[src/rtl/sd_frame_dump.sv]
// Streams 16-bit source words into consecutive SD sectors through the sd_ctrl_top write port.
// One sector = one prefetched word plus up to SEC_WORDS-1 words fetched on demand from wr_req.
module sd_frame_dump #(
    parameter int SEC_WORDS   = 256,
    parameter int DEF_SEC_NUM = 3072
) (
    input  logic        clk_50m,
    input  logic        rst_n,
    input  logic        start,
    input  logic [31:0] start_sec_addr,
    input  logic [15:0] sec_num,
    output logic        src_rd_en,
    input  logic [15:0] src_rd_data,
    input  logic        src_empty,
    output logic        wr_start_en,
    output logic [31:0] wr_sec_addr,
    output logic [15:0] wr_data,
    input  logic        wr_busy,
    input  logic        wr_req,
    output logic        busy,
    output logic        done,
    output logic        underflow,
    output logic [15:0] sec_cnt
);

    // The word counter is 9 bits wide and sec_cnt is 16 bits wide.
    if (SEC_WORDS < 2 || SEC_WORDS > 256 || DEF_SEC_NUM < 0 || DEF_SEC_NUM > 65535) begin : g_bad_param
        $error("sd_frame_dump: parameter out of range");
    end

    typedef enum logic [2:0] {
        IDLE, PREFETCH, LOAD, START, WAIT_HI, XFER, NEXT, DONE
    } state_t;

    state_t      state;
    state_t      state_nxt;
    logic [31:0] base_addr;
    logic [15:0] sec_total;
    logic [8:0]  word_cnt;
    logic        zero_word;
    logic        load_pend;
    logic        fetch;

    always_comb begin
        state_nxt = state;
        src_rd_en = 1'b0;
        fetch     = 1'b0;
        case (state)
            IDLE: begin
                if (start) state_nxt = (sec_num == 16'd0) ? DONE : PREFETCH;
            end
            PREFETCH: begin
                src_rd_en = ~src_empty;
                state_nxt = LOAD;
            end
            LOAD:    state_nxt = START;
            START:   state_nxt = WAIT_HI;
            WAIT_HI: begin
                if (wr_busy) state_nxt = XFER;
            end
            XFER: begin
                // Word 0 came from the prefetch, so only the first SEC_WORDS-1 requests fetch.
                if (wr_req && word_cnt < 9'(SEC_WORDS - 1)) begin
                    fetch     = 1'b1;
                    src_rd_en = ~src_empty;
                end
                if (!wr_busy) state_nxt = NEXT;
            end
            NEXT:    state_nxt = (sec_cnt + 16'd1 == sec_total) ? DONE : PREFETCH;
            DONE:    state_nxt = IDLE;
            default: state_nxt = IDLE;
        endcase
    end

    assign wr_start_en = (state == START);
    assign busy        = (state != IDLE);
    assign done        = (state == DONE);

    always_ff @(posedge clk_50m or negedge rst_n) begin
        if (!rst_n) begin
            state       <= IDLE;
            base_addr   <= 32'd0;
            sec_total   <= 16'd0;
            sec_cnt     <= 16'd0;
            underflow   <= 1'b0;
            zero_word   <= 1'b0;
            load_pend   <= 1'b0;
            word_cnt    <= 9'd0;
            wr_data     <= 16'd0;
            wr_sec_addr <= 32'd0;
        end else begin
            state     <= state_nxt;
            load_pend <= fetch;
            if (state == IDLE && start) begin
                base_addr <= start_sec_addr;
                sec_total <= sec_num;
                sec_cnt   <= 16'd0;
                underflow <= 1'b0;
            end
            // An empty source still consumes a word slot; it is replaced by zero.
            if (state == PREFETCH || fetch) begin
                zero_word <= src_empty;
                if (src_empty) underflow <= 1'b1;
            end
            if (state == LOAD || load_pend) begin
                wr_data <= zero_word ? 16'd0 : src_rd_data;
            end
            if (state == LOAD) begin
                word_cnt    <= 9'd0;
                wr_sec_addr <= base_addr + {16'd0, sec_cnt};
            end
            if (state == XFER && wr_req && word_cnt != 9'(SEC_WORDS)) begin
                word_cnt <= word_cnt + 9'd1;
            end
            if (state == NEXT) sec_cnt <= sec_cnt + 16'd1;
        end
    end

endmodule

[config.mk]
export PLATFORM = sky130hd
export DESIGN_NAME = sd_frame_dump
export DESIGN_NICKNAME = d
export VERILOG_FILES = /design/src/rtl/sd_frame_dump.sv
export SDC_FILE = /design/constraint.sdc
export NUM_CORES = 1
export LEC_CHECK = 0
export BUFFER_PORTS_ARGS = -buffer_cell sky130_fd_sc_hd__buf_2
export CORE_MARGIN = 2
export CORE_UTILIZATION = 55
export CTS_CLUSTER_DIAMETER = 40
export DETAILED_ROUTE_END_ITERATION = 8
export PLACE_DENSITY = 0.8
export SKIP_LAST_GASP = 1
export SLEW_MARGIN = 5
export SYNTH_ARGS = -nofsm -noshare
export SYNTH_HDL_FRONTEND = slang
export SYNTH_SLANG_ARGS = --single-unit
[constraint.sdc]
create_clock -name clk_50m -period 4.9 [get_ports clk_50m]
set_input_delay 0 -clock clk_50m [delete_from_list [all_inputs] [get_ports clk_50m]]
set_output_delay 0 -clock clk_50m [all_outputs]
set_load 0.01 [all_outputs]
# Yosys cells after proc, flatten, opt, wreduce, memory -nomap -nowiden
# Cells that the tools add are included.
[totals]
ram_bits = 0
mem_bits_ro = 0
latch_bits = 0
ff_bits = 127
input_bits = 70
memories = 0
[op_classes]
n_lt_le_gt_ge = 1
addsub = 3
n_shift = 0
n_mul = 0
div = 0
reduce_logical = 12
bitwise = 1
eq_ne = 12
mux = 18
[op_table]
columns = ["operator", "n"]
rows = [
  ["two-way mux 16 bit", 3],
  ["adder 32 x 16 -> 32 bit", 1],
  ["one-hot mux 3 bit (8 select lines)", 1],
  ["two-way mux 9 bit", 2],
  ["adder 16 x 1 -> 16 bit, second input constant", 1],
  ["== test 16 bit", 1],
  ["zero test 16 bit", 1],
  ["two-way mux 3 bit", 5],
  ["== test 3 bit, second input constant", 4],
  ["adder 9 x 1 -> 9 bit, second input constant", 1],
  ["less-than comparator 9 x 8 -> 1 bit, second input constant", 1],
  ["!= test 9 bit, second input constant", 1],
  ["== test 3 x 2 -> 1 bit, second input constant", 2],
  ["two-way mux 1 bit", 6],
  ["!= test 2 bit, second input constant", 3],
  ["logical AND 1 bit", 4],
  ["nonzero test 2 bit", 2],
  ["== test 3 x 1 -> 1 bit, second input constant", 1],
  ["zero test 3 bit", 1],
  ["AND reduction 3 bit", 1],
  ["nonzero test 3 bit", 1],
  ["logical OR 1 bit", 2],
  ["one-hot mux 1 bit (2 select lines)", 1],
  ["NOT 1 bit", 1],
]

# Depth between registers and ports, before layout
[logic_depth]
depth_word = 6
mapped_depth = 9
mapped_depth_nobuf = 9

# Least setup slack after synthesis
# No wires, ideal clock.
[synth_timing]
kind = "reg2reg"
startpoint = "register sec_cnt[0]"
endpoint = "register wr_sec_addr[24]"
setup_ns = 0.135
path_stages_with_launch = 10
required_ns = 4.765
arrival_ns = 2.473
setup_slack_ns = 2.292
cell_sequence = "dfrtp_1 -> ha_1 -> fa_1 -> a211oi_1 -> o21ai_1 -> o31ai_1 -> a21oi_1 -> o2111ai_1 -> xor2_1 -> o21ai_0"
[synth_via]
elab_chain_cells = 1
[synth_lines]
columns = ["element", "line", "rtl"]
rows = [
  ["start: declaration", "23", "output logic [15:0] sec_cnt"],
  ["start signal: assignment", "115", "if (state == NEXT) sec_cnt <= sec_cnt + 16'd1;"],
  ["adder 32 x 16 -> 32 bit", "110", "wr_sec_addr <= base_addr + {16'd0, sec_cnt};"],
  ["end signal: assignment", "110", ""],
  ["end: declaration", "16", "output logic [31:0] wr_sec_addr,"],
]
# No other way between the ends.
# A chain may end at the register's enable or synchronous reset.

# Worst setup path after layout
[layout_timing]
startpoint = "register sec_cnt[0]"
endpoint = "register wr_sec_addr[28]"
# Same word-level chain as after synthesis.

==> run summary <==
For the pin with the worst max-slew slack, the measured transition is 1.07 ns. The die is 114 um tall. Of all cell types, the one taking the most synthesized area is dfrtp_1. STA classifies the critical path startpoint as a flip-flop. The share of flip-flops with an asynchronous set or reset after synthesis is 1.00.

Counting tap cells, the placed design contains a total of 936 instances. Yosys printed 0 warnings. The per-instance average area after synthesis works out to 9.85 sq um. Data arrival time of the worst path: 3.24 ns.

In the layout the commonest cells are buf_2, dfrtp_1, nand2_1. Number of clock sinks: 127. The filler cells instantiated in the layout total 834.

The path class of the tightest hold or removal check is input pin to async pin. At the later pin of the worst-skew pair, clock insertion delay measures 0.43 ns. In this run the standard cell core region covers 0.0120 sq mm. The HPWL after detailed placement came out at 11200 um. The number of gates resized after CTS was 0.

Area share of fa/ha/maj cells after synthesis: 0.0385. The end of the worst register-to-register path is wr_sec_addr[28]. Summed over all failing endpoints, the final setup total negative slack is 0 ns. Routed signal wires occupy layers up through met4.

The number of antenna diodes in the final layout is 0. The clock tree root driver cell is clkbuf_16. For the level count of the clock H-tree, the log shows 4.

TritonCTS built the clock tree. The total net switching power was 1860 uW; the share of the synthesized area in the top cell type was 0.475. Across the routed clock network, the largest skew measured is 0.00681 ns. The basic-gate share of the synthesized area counting and, or, nand and nor cells is 0.166, and the post-CTS repair timing setup buffer count is 0. After the flow finishes, the layout carries non-filler instances totaling 1036. After detailed routing, the number of vias per cell comes to 5.64. Ranked by total cell area, the synthesized netlist is headed by dfrtp_1, mux2_2, o21ai_0.

IR analysis of the VDD net gives a maximum drop of 338 uV. The startpoint identified for the worst register-to-register timing path is sec_cnt[0]. The number of placed I/O pins is 139, and the number of antenna-violating nets in the routed design is 0. The post-synthesis to final-layout area growth is 30.1%, and the number of maximum-capacitance constraint violations is 0.

The sum of buffers and inverters on the critical path is 0. First-iteration detailed-routing DRC count: 405. The total die area came out at 0.0131 sq mm. The logs give 0 for the number of antenna violations at the first check in global routing and 17000 um for the sum of routed wire length over all layers. Dividing the detail-routed wire length by the instance count gives 16.4 um. The routed via count is 5844, and the clock input transition at the sequential cells of the worst setup and hold paths is 0.06 ns.

STA puts the critical path data required time at 5.15 ns. Entering global routing, the biggest net connects 80 pins. Endpoint kind of the worst setup timing path: a flip-flop. The ratio of cells with drive above 1 in the final layout is 0.255. Synthesis produced a netlist with a net count of 769. The die boundary width is 114 um, and the setup violation total in the final timing report is 0. In the detailed route, the total length drawn on met2 is 8640 um.

In this run the number of cells on the critical path is 9. Buffers inserted to repair hold after CTS numbered 69. The sequential share of power was 0.379; the global-route congestion overflow total was 0. After detailed routing, the number of remaining DRC violations is 0. Row generation in the floorplan step produced 40 rows.

The area of combinational cells with multiple inputs is 0.00332 sq mm. The run gives 0.287 as the worst slew slack as a fraction of its limit. The routed design uses 941 um of met3 wire. Summing internal, switching and leakage power gives 4960 uW.

The largest buffer count on any clock path is 2, and the post-synthesis xor/xnor area fraction is 0.0720. The combined flip-flop and latch cell area was 0.00318 sq mm. For the sequential-to-total area share from yosys stat, the log shows 0.475. Following the worst setup path forward leads to its endpoint at wr_sec_addr[28]. The fraction of the mapped netlist area in compound gates came out at 0.140. Leaving out fill and tap cells, the most frequent cell in the layout is buf_2.

The tools report the number of nets in the layout as 967. Worst setup path startpoint: sec_cnt[0]. The maximum cell stage delay along the critical path is 0.48 ns, and the routability congestion estimate from global placement is 0.878. The type of the worst setup path was flip-flop to flip-flop. In this run, distinct cell masters in the synthesized netlist total 52. The total internal power came out at 3100 uW. The run gives 0 as the final-report hold violation count.

The commonest register cell after synthesis was dfrtp_1. The leakage power came out at 0.00405 uW. The number of cells on the worst reg-to-reg path is 9. Synthesis inferred 127 register bits. The via count of the first global-routing pass was 5699. By area, the combinational part of the netlist is dominated by simple AND/OR/NAND/NOR gates. The tools report the end-of-flow core utilization as 0.727. The count of flip-flops with a built-in enable after synthesis was 0; the portion of netlist area occupied by mux cells was 0.0789. The run finished with clean final reports. Hold is met by 0.283 ns. The first-pass iteration count of the detailed router is 4. Traced cell by cell, the critical path runs through ha_1, fa_1, a211oi_1, o21ai_1, o31ai_1, a21oi_1, o211ai_1, xor2_1, o21ai_0. Setup repair after global routing left no endpoint under its margin. Timing would allow up to 334 MHz.

The portion of total power attributed to combinational logic was 0.377. The number of clock buffers added by TritonCTS is 17. The maximum net fanout on the critical path is 10. Clock share of power: 0.244.

Input and output buffers added on the ports amount to 138. The minimum setup slack among reg-to-reg paths is 1.90 ns, and the final clock period utilization by the worst path is 0.611. Total track usage: 0.271. After synthesis the cells add up to 0.00669 sq mm.

The tools report the count of mapped cells out of synthesis as 679. Power spread over the standard cell area amounts to 571 mW/mm^2. The shortest period the worst path allows came out at 3.00 ns.

The tools report the first-pass GRT wire length as 27400 um. Initial standard-cell utilization of the core: 0.559. After detailed routing, the wire length on met1 is 7100 um.

Family with the most delay on the worst path: compound AO/OA/AOI/OAI gates. Final-report max-slew violation count: 0. The switching power as a share of total power came out at 0.376. For this design, the slowest cell found on the critical path is dfrtp_1.
## worst min path at each step
| stage | endpoint | start | slack [ns] |
|---|---|---|---|
| final | sec_total[3] | rst_n | 0.28 |
| after global placement | sec_total[5] | rst_n | 0.22 |
| after CTS | wr_data[3] | rst_n | 0.33 |
| after floorplan | base_addr[0] | rst_n | -0.30 |
| after detailed placement | sec_total[7] | sec_num[7] | 0.23 |
| after global routing | base_addr[24] | start_sec_addr[24] | 0.34 |
## flip-flops by register name, indices dropped and copies added, names as in the netlist, 3 cells and up
signal / cells
sec_total: 16
base_addr: 32
sec_cnt: 16
wr_data: 16
word_cnt: 9
state: 3
wr_sec_addr: 32
## per-layer routing
metal	GRT usage	vias to the layer above
met3	0.0704	30
met4	0.0951	0
met1	0.327	2822
met5	0	-
li1	-	2787
met2	0.472	205
## synth_stat cells, drive strengths merged (2+ instances only)
master and instances:
nand4 12, and3 15, a21boi 2, nand2 100, o21ai 93, o21bai 2, nor3 5, inv 13
a31oi 3, a21oi 25, nor2b 3, clkbuf 18, nor3b 3, o211ai 8, dfrtp 127, buf 13
ha 19, nand2b 22, nand3 15, and2 4, o21a 2, and4 3, xnor2 23, nor2 28
mux2 46, o2111ai 2, o31ai 7, o22ai 6, a21o 5, a2111oi 2, xor2 32, and2b 2
nor4 7, a211oi 3, nor4b 2
## cell type report
class                   count  area share
clock buffers              21      0.0518
well taps                 147      0.0211
inverters                  13     0.00561
flip-flops and latches    127       0.365
repair buffers            210       0.162
clock inverters            10      0.0132
multi-input cells         508       0.381
## kinds of logic (layout without fill, tap and decap cells)
| kind of cell | count (synthesis) | count (layout) |
|---|---|---|
| xor gates and xnor gates | 55 | 55 |
| and+or+nand+nor | 223 | 223 |
| DFF | 127 | 127 |
| adders and majority gates | 20 | 20 |
| muxes | 47 | 47 |
| buffers and inverters | 44 | 254 |
| AOI/OAI and AO/OA | 163 | 163 |
## power groups by stage
stage	Clock (uW)	Combinational (uW)	Sequential, uW
after floorplan	0	1300	1830
after global placement	0	1750	1850
after detailed placement	0	1800	1880
after CTS	1230	1870	1870
after global routing	1280	2080	1930
final	1210	1870	1880
## through the flow
stage          setup slack, ns  cell area, sq um
2_1_floorplan             2.29              6690
3_3_place_gp              2.05              7440
3_5_place_dp              1.96              7440
4_1_cts                   1.92              8700
5_1_grt                   1.61              8700
6_report                  1.90              8700
Power figures use the tool's default switching activity.
